**src/rtl/mips_pkg.sv**
```systemverilog
// Shared types and defaults for the data-memory arbiter slice.
// Latency: n/a (types and constants only).
// Backpressure: n/a.
package mips_pkg;

  localparam int DEF_ADDR_W = 32;
  localparam int DEF_DATA_W = 32;
  // Wide enough for the largest starvation limit (15).
  localparam int STARVE_W   = 4;

  typedef enum logic [1:0] {
    IDLE = 2'd0,
    ACC  = 2'd1,
    RESP = 2'd2
  } arb_state_e;

  typedef enum logic {
    OWN_CPU = 1'b0,
    OWN_DMA = 1'b1
  } owner_e;

endpackage

```
**src/rtl/dmem_arb_prio.sv**
```systemverilog
// CPU-priority arbiter with a DMA starvation counter that forces a DMA win.
// Latency: winner is combinational; starve_cnt updates on the grant edge.
// Backpressure: none; only counts when the grant strobe marks a real arbitration.
module dmem_arb_prio
  import mips_pkg::*;
#(
  parameter int STARVE_LIM = 4
) (
  input  logic                clk,
  input  logic                rst_n,
  input  logic                cpu_req,
  input  logic                dma_req,
  input  logic                grant,
  output owner_e              winner,
  output logic [STARVE_W-1:0] starve_cnt
);

  localparam logic [STARVE_W-1:0] LIM = STARVE_W'(STARVE_LIM);

  logic [STARVE_W-1:0] starve_cnt_q, starve_cnt_d;

  // DMA wins when alone, or when it has lost STARVE_LIM arbitrations in a row.
  assign winner     = (dma_req && (!cpu_req || (starve_cnt_q == LIM))) ? OWN_DMA : OWN_CPU;
  assign starve_cnt = starve_cnt_q;

  // Count DMA losses (saturating), clear on every DMA grant.
  always_comb begin
    starve_cnt_d = starve_cnt_q;
    if (grant) begin
      if (winner == OWN_DMA) begin
        starve_cnt_d = '0;
      end else if (dma_req && (starve_cnt_q != LIM)) begin
        starve_cnt_d = starve_cnt_q + STARVE_W'(1);
      end
    end
  end

  // Starvation counter register.
  always_ff @(posedge clk or negedge rst_n) begin
    if (!rst_n) begin
      starve_cnt_q <= '0;
    end else begin
      starve_cnt_q <= starve_cnt_d;
    end
  end

endmodule

```
**src/rtl/dmem_arbiter.sv**
```systemverilog
// Shares one single-port data memory between the CPU and a loader/DMA port.
// Latency: req in IDLE (cycle 0) -> mem_en cycle 1 -> ready pulse + rdata cycle 2.
// Backpressure: requester holds req/fields until ready; cpu_stall holds the PC meanwhile.
module dmem_arbiter
  import mips_pkg::*;
#(
  parameter int ADDR_W     = DEF_ADDR_W,
  parameter int DATA_W     = DEF_DATA_W,
  parameter int STARVE_LIM = 4
) (
  input  logic              Globalclk,
  input  logic              Globalreset,
  input  logic              cpu_req,
  input  logic              cpu_we,
  input  logic [ADDR_W-1:0] cpu_addr,
  input  logic [DATA_W-1:0] cpu_wdata,
  output logic [DATA_W-1:0] cpu_rdata,
  output logic              cpu_ready,
  output logic              cpu_stall,
  input  logic              dma_req,
  input  logic              dma_we,
  input  logic [ADDR_W-1:0] dma_addr,
  input  logic [DATA_W-1:0] dma_wdata,
  output logic [DATA_W-1:0] dma_rdata,
  output logic              dma_ready,
  output logic              mem_en,
  output logic              mem_we,
  output logic [ADDR_W-1:0] mem_addr,
  output logic [DATA_W-1:0] mem_wdata,
  input  logic [DATA_W-1:0] mem_rdata
);

  arb_state_e          state_q, state_d;
  owner_e              owner_q, owner_d;
  owner_e              winner;
  logic                we_q, we_d;
  logic [ADDR_W-1:0]   addr_q, addr_d;
  logic [DATA_W-1:0]   wdata_q, wdata_d;
  logic [DATA_W-1:0]   cpu_rdata_q, cpu_rdata_d;
  logic [DATA_W-1:0]   dma_rdata_q, dma_rdata_d;
  logic                grant;
  // Kept as a named net so the starvation state is visible for debug.
  logic [STARVE_W-1:0] starve_cnt_unused;

  // Arbitration happens only in IDLE; any request there starts an access.
  assign grant = (state_q == IDLE) && (cpu_req || dma_req);

  dmem_arb_prio #(
    .STARVE_LIM (STARVE_LIM)
  ) u_prio (
    .clk        (Globalclk),
    .rst_n      (Globalreset),
    .cpu_req    (cpu_req),
    .dma_req    (dma_req),
    .grant      (grant),
    .winner     (winner),
    .starve_cnt (starve_cnt_unused)
  );

  // Next state, field latching at grant, and read-data capture at ACC->RESP.
  always_comb begin
    state_d     = state_q;
    owner_d     = owner_q;
    we_d        = we_q;
    addr_d      = addr_q;
    wdata_d     = wdata_q;
    cpu_rdata_d = cpu_rdata_q;
    dma_rdata_d = dma_rdata_q;
    case (state_q)
      IDLE: begin
        if (grant) begin
          state_d = ACC;
          owner_d = winner;
          if (winner == OWN_DMA) begin
            we_d    = dma_we;
            addr_d  = dma_addr;
            wdata_d = dma_wdata;
          end else begin
            we_d    = cpu_we;
            addr_d  = cpu_addr;
            wdata_d = cpu_wdata;
          end
        end
      end
      ACC: begin
        state_d = RESP;
        if (!we_q) begin
          if (owner_q == OWN_DMA) begin
            dma_rdata_d = mem_rdata;
          end else begin
            cpu_rdata_d = mem_rdata;
          end
        end
      end
      RESP: begin
        state_d = IDLE;
      end
      default: begin
        state_d = IDLE;
      end
    endcase
  end

  // State and latched access fields; reset aborts any in-flight access.
  always_ff @(posedge Globalclk or negedge Globalreset) begin
    if (!Globalreset) begin
      state_q     <= IDLE;
      owner_q     <= OWN_CPU;
      we_q        <= 1'b0;
      addr_q      <= '0;
      wdata_q     <= '0;
      cpu_rdata_q <= '0;
      dma_rdata_q <= '0;
    end else begin
      state_q     <= state_d;
      owner_q     <= owner_d;
      we_q        <= we_d;
      addr_q      <= addr_d;
      wdata_q     <= wdata_d;
      cpu_rdata_q <= cpu_rdata_d;
      dma_rdata_q <= dma_rdata_d;
    end
  end

  // Memory command is live only in ACC, so mem_en can never be adjacent.
  assign mem_en    = (state_q == ACC);
  assign mem_we    = (state_q == ACC) && we_q;
  assign mem_addr  = (state_q == ACC) ? addr_q : '0;
  assign mem_wdata = (state_q == ACC) ? wdata_q : '0;

  assign cpu_ready = (state_q == RESP) && (owner_q == OWN_CPU);
  assign dma_ready = (state_q == RESP) && (owner_q == OWN_DMA);
  assign cpu_rdata = cpu_rdata_q;
  assign dma_rdata = dma_rdata_q;
  assign cpu_stall = cpu_req && !cpu_ready;

endmodule
```
**config.mk**
```make
export PLATFORM = sky130hd
export DESIGN_NAME = dmem_arbiter
export DESIGN_NICKNAME = d
export VERILOG_FILES = /design/src/rtl/mips_pkg.sv /design/src/rtl/dmem_arb_prio.sv /design/src/rtl/dmem_arbiter.sv
export SDC_FILE = /design/constraint.sdc
export NUM_CORES = 1
export LEC_CHECK = 0
export ABC_AREA = 1
export BUFFER_PORTS_ARGS = -buffer_cell sky130_fd_sc_hd__buf_2
export CORE_AREA = 2 2 130 132
export DETAILED_ROUTE_END_ITERATION = 7
export DIE_AREA = 0 0 132 134
export PLACE_DENSITY_LB_ADDON = 0.15
export SYNTH_ARGS = -nofsm -noshare
export SYNTH_HDL_FRONTEND = slang
export SYNTH_HIERARCHICAL = 1
export SYNTH_SLANG_ARGS = --single-unit
```
**constraint.sdc**
```tcl
create_clock -name Globalclk -period 1.75 [get_ports Globalclk]
set_input_delay 0.35 -clock Globalclk [delete_from_list [all_inputs] [get_ports Globalclk]]
set_output_delay 0.35 -clock Globalclk [all_outputs]
set_load 0.1 [all_outputs]
```
==> summary.md <==
| Metric | Value |
|---|---|
| CTS tree | built |
| Layout cells sized above 1 | 0.365 |
| Syn_nets | 1,127 |
| Die area | 17,700 um2 |
| Synth Area in Adders | 0.00364 |
| Avg Inst Size Synth | 7.16 um2 |
| Final-report setup violation count | 67 |
| Antenna Nets Post-Route | 0 |
| Drt drc | 0 |
| Top post-synthesis cells by area | dfrtp_1, nand2_1, inv_1 |
| Post-synthesis simple-gate area fraction | 0.327 |
| I/O Buffers | 298 |
| Post-route cell area | 11,400 um2 |
| Post-DP Area | 10,200 um2 |
| CP Capture Type | output port |
| DR vias/cell | 4.79 |
| Final worst path period share | 1.14 |
| Post-route clock skew | 0.00942 ns |
| Synth Area in Compound Gates | 0.0521 |
| Clock Pin Slew Worst Setup and Hold Paths | 0.07 ns |
| Worst setup margin | -0.238 ns |
| Worst setup SP type | flop |
| Synth unique cells | 20 |
| Grt ovf | 0 |
| Yosys warns | 6 |
| Root Buffer Master | clkbuf_16 |
| Yosys reg bits | 136 |
| WP data arrival | 1.64 ns |
| NumNets Final | 1,435 |
| Final hold slack | 0.187 ns |
| Final GP Congestion | 0.825 |
| GRT Total Usage | 0.250 |
| Setup WS pre-CTS | 0.0328 ns |
| RSZ-0062 raised after global routing | true |
| Most frequent cell after synthesis | nand2_1 |
| CP Max Fanout | 6 |
| Crit Path Category | flop to output port |
| Post-synthesis sequential area ratio | 0.496 |
| Worst min path class | input port to flop |
| Initial antenna violation count | 3 |
| Clk sinks | 136 |
| Drt pass-1 iters | 5 |
| Routed WL per cell | 15.1 um |
| Starting Density | 0.421 |
| H-tree levels | 4 |
| Clock buffer depth | 2 |
| Die Height | 134 um |
| Slew Viols, Final | 0 |
| Largest family of logic cells by synthesized area | simple AND/OR/NAND/NOR gates |
| Boundary pin count | 299 |
| Die X | 132 um |
| Worst slew pin tran | 0.614 ns |
| Top cells by instance count after synthesis | nand2_1, inv_1, dfrtp_1, nor2_1, o21ai_0 |
| Area of the mapped netlist | 6870 um2 |
| Worst path slowest cell | dfrtp_1 |
| Clock latency on the worst-skew pair | 0.42 ns |
| Crit path time final | 1.99 ns |
| CTS buffer count | 17 |
| First-pass GRT wire length | 35,000 um |
| Multiplexer share of the synthesized area | 0 |
| Largest net degree at the start of global routing | 69 |
| Post-synth EDFFs | 0 |
| Max_slew headroom | 0.589 |
| Rows | 47 |
| DR vias | 7,198 |
| Outcome | finished, violations left |
| Fmax | 0.503 GHz |
| Final WL | 22,700 um |
| Core area | 16,300 um2 |
| Mapped Cells | 959 |
| Final hold viol count | 0 |
| Post-Synth XOR/XNOR Area | 0 |
| Violated checks | negative setup slack |
| Critical path cell sequence | nor2_4 -> buf_12 -> inv_6 -> buf_16 -> nor2_4 -> buf_12 |
| DR iter-0 viols | 381 |
| CP top delay family | buffers and inverters |
| WP buf/inv | 4 |
| Final Util | 0.698 |
| Top cell type's share of synthesized area | 0.496 |
| Synth async-reset ratio | 1.00 |
| Area grow syn2layout | 65.5% |
| Cell accounting for the most synthesized area | dfrtp_1 |
| Post-synth top flop | dfrtp_1 |
| DP HPWL | 14,500 um |
| Max-capacitance violation count | 0 |
| Number of global-route vias before repair | 6,891 |
| Critical path's largest stage delay | 0.41 ns |
| Crit path required time | 1.40 ns |
-- logic make-up (layout without fill, tap and decap cells) --
group,count (synthesis),in the layout
other,0,3
and+or+nand+nor,547,547
DFF,136,136
buffers and inverters,203,524
AOI/OAI and AO/OA,71,71
adders and majority gates,2,2
-- worst min-delay path, stage by stage --
cell	delay (ns)
buf_2	0.10
nand4_1	0.07
nand2_1	0.05
-- sequential cells by signal, indices dropped and copies added (netlist names) --
register           count
owner_q                1
u_prio/starve_cnt      4
state_q                2
cpu_rdata             32
dma_rdata             32
wdata_q               32
addr_q                32
we_q                   1
-- placed cells by master (no fill, tap or decap), types with 3 or more instances in the layout --
| cell | count |
|---|---|
| buf_6 | 7 |
| buf_2 | 228 |
| nand2_1 | 400 |
| nand4_1 | 65 |
| clkinv_4 | 5 |
| nor2_4 | 69 |
| inv_2 | 6 |
| diode_2 | 3 |
| dfrtp_1 | 135 |
| buf_4 | 21 |
| buf_12 | 75 |
| inv_6 | 6 |
| nand3_1 | 4 |
| inv_1 | 134 |
| buf_16 | 8 |
| o21ai_0 | 65 |
| clkbuf_16 | 23 |
| nor2_1 | 4 |
-- layer usage --
| metal | vias to the layer above | global-route usage | wire length [um] |
|---|---|---|---|
| met3 | 41 | 0.0658 | 1590 |
| met4 | 0 | 0.106 | 679 |
| met1 | 3328 | 0.301 | 9050 |
| li1 | 3559 | - | - |
| met5 | - | 0 | 0 |
| met2 | 270 | 0.426 | 11400 |
-- worst paths after layout --
path / from / to / slack [ns] / cells past startpoint
max reg2reg: u_prio/starve_cnt[1]$_DFFE_PN0P_ / wdata_q[24]$_DFFE_PN0P_ / 0.03 / 9
min: mem_rdata[0] / cpu_rdata[0]$_DFFE_PN0P_ / 0.19 / 3
min in group asynchronous: Globalreset / wdata_q[15]$_DFFE_PN0P_ / 0.40 / 2
min reg2reg: dma_rdata[19]$_DFFE_PN0P_ / dma_rdata[19]$_DFFE_PN0P_ / 0.47 / 2
max in group asynchronous: Globalreset / owner_q$_DFFE_PN0P_ / 0.73 / 3
max: state_q[1]$_DFFE_PN0P_ / mem_addr[8] / -0.24 / 6
-- timing repair --
action	CTS	global route
hold buffers	1	0
setup buffers	5	7
gates resized for setup	18	11
hold endpoints to repair	35	0
pin swaps	6	4
gates cloned	7	8
endpoints found under the setup margin	68	187
-- stage by stage --
step / instances / TNS [ns]
6_report: 1503 / -14.11
5_1_grt: 1503 / -18.24
4_1_cts: 1486 / -14.54
3_5_place_dp: 1441 / 0
3_3_place_gp: 1441 / 0
2_1_floorplan: 959 / -0.0445
-- layout make-up --
class                      instances  area, um2
timing repair buffer             350       3350
clock inverter                    13        133
inverter                         141        542
multi-input combinational        620       3190
clock buffer                      19        453
sequential                       136       3400
timing repair inverter             1       8.76
fill                            1353       4930
tap                              220        275
antenna                            3       7.51
Power is not shown: default switching activity piles up to over one toggle a cycle in this logic, so the estimate is an artifact.
